===== config.mk =====
export PLATFORM = sky130hd
export DESIGN_NAME = alu_exec_ctrl
export DESIGN_NICKNAME = d
export VERILOG_FILES = /design/src/rtl/alu_exec_ctrl.sv
export SDC_FILE = /design/constraint.sdc
export NUM_CORES = 2
export LEC_CHECK = 0
export ABC_AREA = 1
export CORE_UTILIZATION = 55
export DETAILED_ROUTE_END_ITERATION = 8
export PLACE_DENSITY = 0.77
export SYNTH_ARGS = -nofsm -noshare
export SYNTH_HDL_FRONTEND = slang
export SYNTH_SLANG_ARGS = --single-unit

===== constraint.sdc =====
create_clock -name clk -period 7.5 [get_ports clk]
set_input_delay 1.5 -clock clk [delete_from_list [all_inputs] [get_ports clk]]
set_output_delay 1.5 -clock clk [all_outputs]
set_load 0.03 [all_outputs]

===== src/rtl/alu_exec_ctrl.sv =====
// alu_exec_ctrl: four-state (IDLE/DECODE/EXEC/WB) ALU controller owning 32x16 GPRs and one SGPR
//   clk, rst_n (async, active-low) | instr_valid/instr_ready/instr: instruction handshake
//   busy, done, illegal: status | wb_addr/wb_data: retiring write | sgpr_out | dbg_addr/dbg_data: GPR peek
module alu_exec_ctrl #(
  parameter int MUL_LAT = 3
) (
  input  logic        clk,
  input  logic        rst_n,
  input  logic        instr_valid,
  output logic        instr_ready,
  input  logic [31:0] instr,
  output logic        busy,
  output logic        done,
  output logic        illegal,
  output logic [4:0]  wb_addr,
  output logic [15:0] wb_data,
  output logic [15:0] sgpr_out,
  input  logic [4:0]  dbg_addr,
  output logic [15:0] dbg_data
);
  typedef enum logic [1:0] {IDLE, DECODE, EXEC, WB} state_t;
  state_t state, state_nx;
  logic [31:0] ir;
  logic [15:0] gpr [32];
  logic [15:0] sgpr, op_a, op_b, res, res_hi;
  logic [31:0] prod;
  logic [3:0]  cnt;
  logic [4:0]  opc, rdst, rsrc1, rsrc2;
  logic        imm, is_mul, is_ill, exec_last;
  assign opc       = ir[31:27];
  assign rdst      = ir[26:22];
  assign rsrc1     = ir[21:17];
  assign imm       = ir[16];
  assign rsrc2     = ir[15:11];
  assign is_mul    = opc == 5'd4;
  assign is_ill    = opc > 5'd11;
  assign exec_last = !is_mul || cnt == 4'(MUL_LAT - 1);
  assign prod      = {16'd0, op_a} * {16'd0, op_b};
  assign sgpr_out  = sgpr;
  assign dbg_data  = gpr[dbg_addr];
  always_ff @(posedge clk or negedge rst_n)
    if (!rst_n) state <= IDLE;
    else        state <= state_nx;
  always_comb begin
    state_nx = state;
    case (state)
      IDLE:    state_nx = (instr_valid && instr_ready) ? DECODE : IDLE;
      DECODE:  state_nx = EXEC;
      EXEC:    state_nx = exec_last ? WB : EXEC;
      default: state_nx = IDLE;
    endcase
  end
  // rst_n gates ready so nothing is offered while reset is still held
  always_comb begin
    instr_ready = state == IDLE && rst_n;
    busy        = state != IDLE;
    done        = state == WB;
    illegal     = state == WB && is_ill;
  end
  // op_a carries SGPR for movsgpr; mov/not pick isrc through op_b when imm is set
  always_comb begin
    res = '0;
    case (opc)
      5'd0:    res = op_a;
      5'd1:    res = imm ? op_b : op_a;
      5'd2:    res = op_a + op_b;
      5'd3:    res = op_a - op_b;
      5'd4:    res = prod[15:0];
      5'd5:    res = op_a | op_b;
      5'd6:    res = op_a & op_b;
      5'd7:    res = op_a ^ op_b;
      5'd8:    res = ~(op_a ^ op_b);
      5'd9:    res = ~(op_a & op_b);
      5'd10:   res = ~(op_a | op_b);
      5'd11:   res = ~(imm ? op_b : op_a);
      default: res = '0;
    endcase
  end
  // results are captured into wb_* at the end of EXEC and committed to GPR/SGPR on the edge leaving WB
  always_ff @(posedge clk or negedge rst_n)
    if (!rst_n) begin
      ir      <= '0;
      op_a    <= '0;
      op_b    <= '0;
      cnt     <= '0;
      res_hi  <= '0;
      sgpr    <= '0;
      wb_addr <= '0;
      wb_data <= '0;
      for (int i = 0; i < 32; i++) gpr[i] <= '0;
    end else begin
      if (state == IDLE && instr_valid) ir <= instr;
      if (state == DECODE) begin
        op_a <= opc == 5'd0 ? sgpr : gpr[rsrc1];
        op_b <= imm ? ir[15:0] : gpr[rsrc2];
        cnt  <= '0;
      end
      if (state == EXEC) begin
        cnt <= cnt + 4'd1;
        if (exec_last) begin
          wb_addr <= rdst;
          wb_data <= res;
          res_hi  <= prod[31:16];
        end
      end
      if (state == WB && !is_ill) begin
        gpr[wb_addr] <= wb_data;
        if (is_mul) sgpr <= res_hi;
      end
    end
endmodule


Word level (Yosys, flattened, before mapping)
Cells that the tools add are included.
Storage, ports and cells
  bits in registers: 635
  input bits: 40
  output and inout bits: 57
  logic and storage cells: 113
Cells by class
  add/subtract/negate cells: 3
  multiply operators: 1
  order comparisons: 6
  eq/ne operators: 15
  mux-type cells: 21
  bitwise logic cells: 11
  reduce and logical (&&, ||, !) cells: 15
Operators with widths (count)
  $bwmux W512: 1
  $bmux W16 S5: 3
  $pmux W16 S12: 1
  $mux W16: 10
  $demux W16 S5: 1
  $not A16 Y16: 4
  $mul A16 B16 Y32: 1
  $ge A6 B6 Y1 const B: 4
  $not A5 Y6: 4
  $eq A5 B3 Y1 const B: 4
  $eq A5 B4 Y1 const B: 4
  $add A16 B16 Y16: 1
  $and A16 B16 Y16: 1
  $or A16 B16 Y16: 1
  $sub A16 B16 Y16: 1
  $xor A16 B16 Y16: 1
  $eq A5 B2 Y1 const B: 2
  $mux W4: 2
  $logic_and A1 B1 Y1: 6
  $lt A6 B1 Y1 const B: 1
  $pmux W2 S3: 1
  $eq A5 B1 Y1 const B: 1
  $gt A5 B4 Y1 const B: 1
  $logic_not A5 Y1: 1
  10 further kinds: 15

Logic depth before layout (Yosys ltp)
  depth after elaboration: 6
  mapped depth: 29
  gate-level depth less buffers: 27

Least setup slack after synthesis
OpenSTA, ideal clock, no wires.
  path kind: reg-to-reg
  from: register op_b[8]
  to: register res_hi[5]
  library setup time: 126 ps
  arrival time: 5325 ps
  data required time: 7374 ps
  setup slack: 2049 ps
  stages on the path, launching flop included: 25
  buffers on the path: 2
  clock period less this slack: 5451 ps
  cell sequence: dfrtp_1 > clkbuf_1 > clkbuf_1 > nand2_1 > fa_1 > inv_1 > fa_1 > inv_1 > fa_1 > inv_1 > fa_1 > fa_1 > inv_1 > fa_1 > inv_1 > ha_1 > nand2_1 > nor2_1 > inv_1 > nor3_1 > nand4_1 > nand3b_1 > nand2_1 > nand2_1 > o21ai_0
On the way
  word-level cells in the longest chain between the ends: 1
Ends and longest elaborated chain
  start: declaration: RTL line 25  | logic [15:0] sgpr, op_a, op_b, res, res_hi;
  start signal: assignment: RTL line 95  | op_b <= imm ? ir[15:0] : gpr[rsrc2];
  $mul A16 B16 Y32: RTL line 38  | assign prod = {16'd0, op_a} * {16'd0, op_b};
  end signal: assignment: RTL line 103  | res_hi <= prod[31:16];
  end: declaration: RTL line 25
No other way between the ends.
A chain may end at the register's enable or synchronous reset.

Worst setup path in the final report
  from: register op_a[8]
  to: register res_hi[7]
On the way
  word-level cells in the longest chain between the ends: 1
Ends and longest elaborated chain
  start: declaration: RTL line 25
  start signal: assignment: RTL line 94  | op_a <= opc == 5'd0 ? sgpr : gpr[rsrc1];
  $mul A16 B16 Y32: RTL line 38
No other way between the ends.

==> flow_summary_export.csv <==
group,metric,value,unit
timing,whs,481,ps
floorplanning,num_rows,109,
global_routing,grt_overflow,0,
timing,rsz0062_at_grt,"false",
drt,drt_iter0_drc,7994,
critical_path,endpoint_kind,"flop",
synthesis,synth_nets,7489,
job,maxCapViolCount,0,
timing,hold_viol,0,
timing,setup_viol,0,
placement,routabilityCongestion,1.02,
drt,wl,190,mm
synthesis,synth-seq-cells,635,
clocking,htreeDepth,3,
min_path,holdPathEnd,"gpr[96]",
global_routing,grt_pass1_vias,47600,
drt,wire_per_inst,23.7,µm
final_layout,final_cells,8005,
floorplanning,die-area,91500,µm²
critical_path,reg2reg_to,"res_hi[7]",
critical_path,critPathRequiredTime,8020,ps
drt,vias_per_cell,6.39,
final_layout,nNetsFinal,7177,
synthesis,synth.avg_cell_area,7.00,µm²
synthesis,synth_top_cell_area_share,32.0,%
timing,period_needed,6520,ps
critical_path,r2r_start,"op_a[8]",
critical_path,startpoint_type,"flop",
critical_path,cpPeakStageDelay,1040,ps
min_path,hold_start,"gpr[96]",
floorplanning,die_x,303,µm
clocking,cts_resized,0,
status,status,"completed",
timing,final.setup.tns,0,ps
critical_path,worst-setup-path-type,"reg -> reg",
final_layout,drive_above_1_share,4.15,%
final_layout,area_growth,6.87,%
timing,finalCritPeriodShare,87.0,%
critical_path,reg2reg_depth,21,
synthesis,yosysWarnings,0,
timing,slew_violations,0,
clocking,clock_latency,680,ps
clocking,postCtsSetupBuffers,0,
drt,drt-pass1-iter-count,7,
timing,clock.fmax,153,MHz
clocking,cts_tree,"built",
critical_path,crit_top_cell,"fa_1",
clocking,cts_buffers,77,
clocking,clock-sinks,635,
floorplanning,start_util,55.9,%
final_layout,nFillCells,8212,
synthesis,synth_area,49700,µm²
placement,dp.cells,7868,
synthesis,synthArstFlopShare,100,%
synthesis,synthFlopType,"dfrtp_1",
critical_path,cp_data_arrival_time,7040,ps
global_routing,grt_pass1_wl,288,mm
timing,skew,55.1,ps
synthesis,synth_top_area_cell,"dfrtp_1",
clocking,cts_root_buffer,"clkbuf_16",
floorplanning,ios,97,
timing,relSlewSlack,6.75,%
critical_path,r2r_slack,980,ps
global_routing,track_usage,41.6,%
drt,ant_nets,0,
synthesis,yosysSeqAreaShare,32.0,%
placement,port-buffer-count,96,
global_routing,grt_max_degree,232,
clocking,cts_buffer_depth,3,
min_path,hold_depth,2,
placement,dp_hpwl,119,mm
critical_path,path_cells,"ha_1 -> inv_1 -> fa_1 -> inv_1 -> fa_1 -> fa_1 -> fa_1 -> fa_1 -> inv_1 -> fa_1 -> inv_1 -> ha_1 -> a21oi_1 -> o21ai_0 -> nor2_1 -> nand2_1 -> nand2_1 -> nand2_1 -> nand2_1 -> nand3_1 -> nand2_1",
global_routing,antenna_found_initial,6,
critical_path,path_max_fanout,20,
synthesis,synth.distinct_cells,47,
critical_path,crit_path_top_delay_cell,"dfrtp_1",
synthesis,postSynthCellCount,7094,
synthesis,yosys-top-cells-area,"dfrtp_1 32%, nand2_1 12%, o21ai_0 12%",
drt,drc,0,
clocking,cts-hold-fix-buffers,0,
timing,tightest_slew,1390,ps
synthesis,synth_edf_count,0,
drt,num_vias,51200,
floorplanning,design.core.area,88900,µm²
min_path,hp-class,"reg -> reg",
floorplanning,die_h,303,µm
clocking,clk_pin_slew,60,ps
[stage by stage]
stage / setup WS, ps / util, % / instance area (µm²)
4_1_cts: 1220 / 59.7 / 53100
3_5_place_dp: 1250 / 56.8 / 50500
5_1_grt: 815 / 59.7 / 53100
2_1_floorplan: 2050 / - / 49700
6_report: 979 / 59.7 / 53100
3_3_place_gp: 1230 / 56.8 / 50500
[synth_stat cells, drive strengths merged (14+ instances only)]
cell type and instances:
a21oi 579, buf 218, clkbuf 351, dfrtp 635
fa 194, ha 161, inv 821, mux2 16
nand2 1611, nand3 556, nand4 33, nor2 295
nor3 26, o211ai 259, o21ai 1226, o221ai 14
o22ai 16, xor2 15
[cells in the final DEF (no fill, tap or decap), types with 15 or more instances in the layout]
master,n
o21ai_1,25
nand3_1,555
o21ai_0,1201
nor2_1,293
clkbuf_16,80
a21oi_1,578
mux2_2,16
dfrtp_1,628
nand2_2,15
buf_4,75
ha_1,161
nand4_1,25
clkdlybuf4s50_1,92
o22ai_1,16
clkbuf_8,15
xor2_1,15
nand2_1,1596
nor3_1,22
inv_1,806
fa_1,194
o211ai_1,259
[registers in the layout, indices dropped and copies added (netlist names)]
name and flops:
gpr 512, ir 32, op_a 16, op_b 16
res_hi 16, sgpr_out 16, wb_data 16, wb_addr 5
cnt 4, state 2
[worst max-delay path: cells and delay by family, from the launching register on]
family / cells / cell delay [ps]
adder cells (fa/ha/maj): 8 / 3810
AND/OR/NAND/NOR: 7 / 530
buffers and inverters: 4 / 230
flip-flops: 1 / 1040
AO/OA/AOI/OAI: 2 / 730
[layout make-up]
type                    count  area, µm²  area share (%)
repair buffers            178       1680            3.17
flip-flops and latches    635      15900            30.0
multi-input cells        5066      28300            53.3
diodes                      2       5.00         0.00943
clock buffers             108       2260            4.25
clock inverters            27        342           0.644
well taps                1165       1460            2.75
inverters                 824       3110            5.86
[how the worst max path moves through the flow]
stage / start / to / slack (ps) / depth (start not counted)
after floorplan: op_b[8] / res_hi[5] / 2050 / 24
after global placement: op_a[8] / res_hi[7] / 1230 / 21
after detailed placement: op_a[8] / res_hi[7] / 1250 / 21
after CTS: op_a[8] / res_hi[7] / 1220 / 21
after global routing: op_a[5] / wb_data[15] / 810 / 27
final: op_a[8] / res_hi[7] / 980 / 21
[routing by layer]
layer / routed length [µm] / track usage (%)
met4: 14200 / 26.6
met2: 76500 / 58.4
met5: 55 / 0
met3: 28500 / 12.0
met1: 70900 / 56.0
[kinds of logic (layout without fill, tap and decap cells)]
| group | Yosys count | count (layout) | synth area share, % |
|---|---|---|---|
| multiplexers | 16 | 16 | 0.363 |
| flip-flops | 635 | 635 | 32.0 |
| AND/OR/NAND/NOR | 2544 | 2544 | 21.2 |
| XOR/XNOR | 21 | 21 | 0.370 |
| buffers and inverters | 1393 | 1137 | 11.1 |
| adder cells (fa/ha/maj) | 355 | 355 | 11.9 |
| AO/OA/AOI/OAI | 2130 | 2130 | 23.1 |
| other | 0 | 2 | 0 |
Power is left out: the tool's default activity adds up to more than one toggle a clock period on the data nets, which glitch-free logic cannot reach.
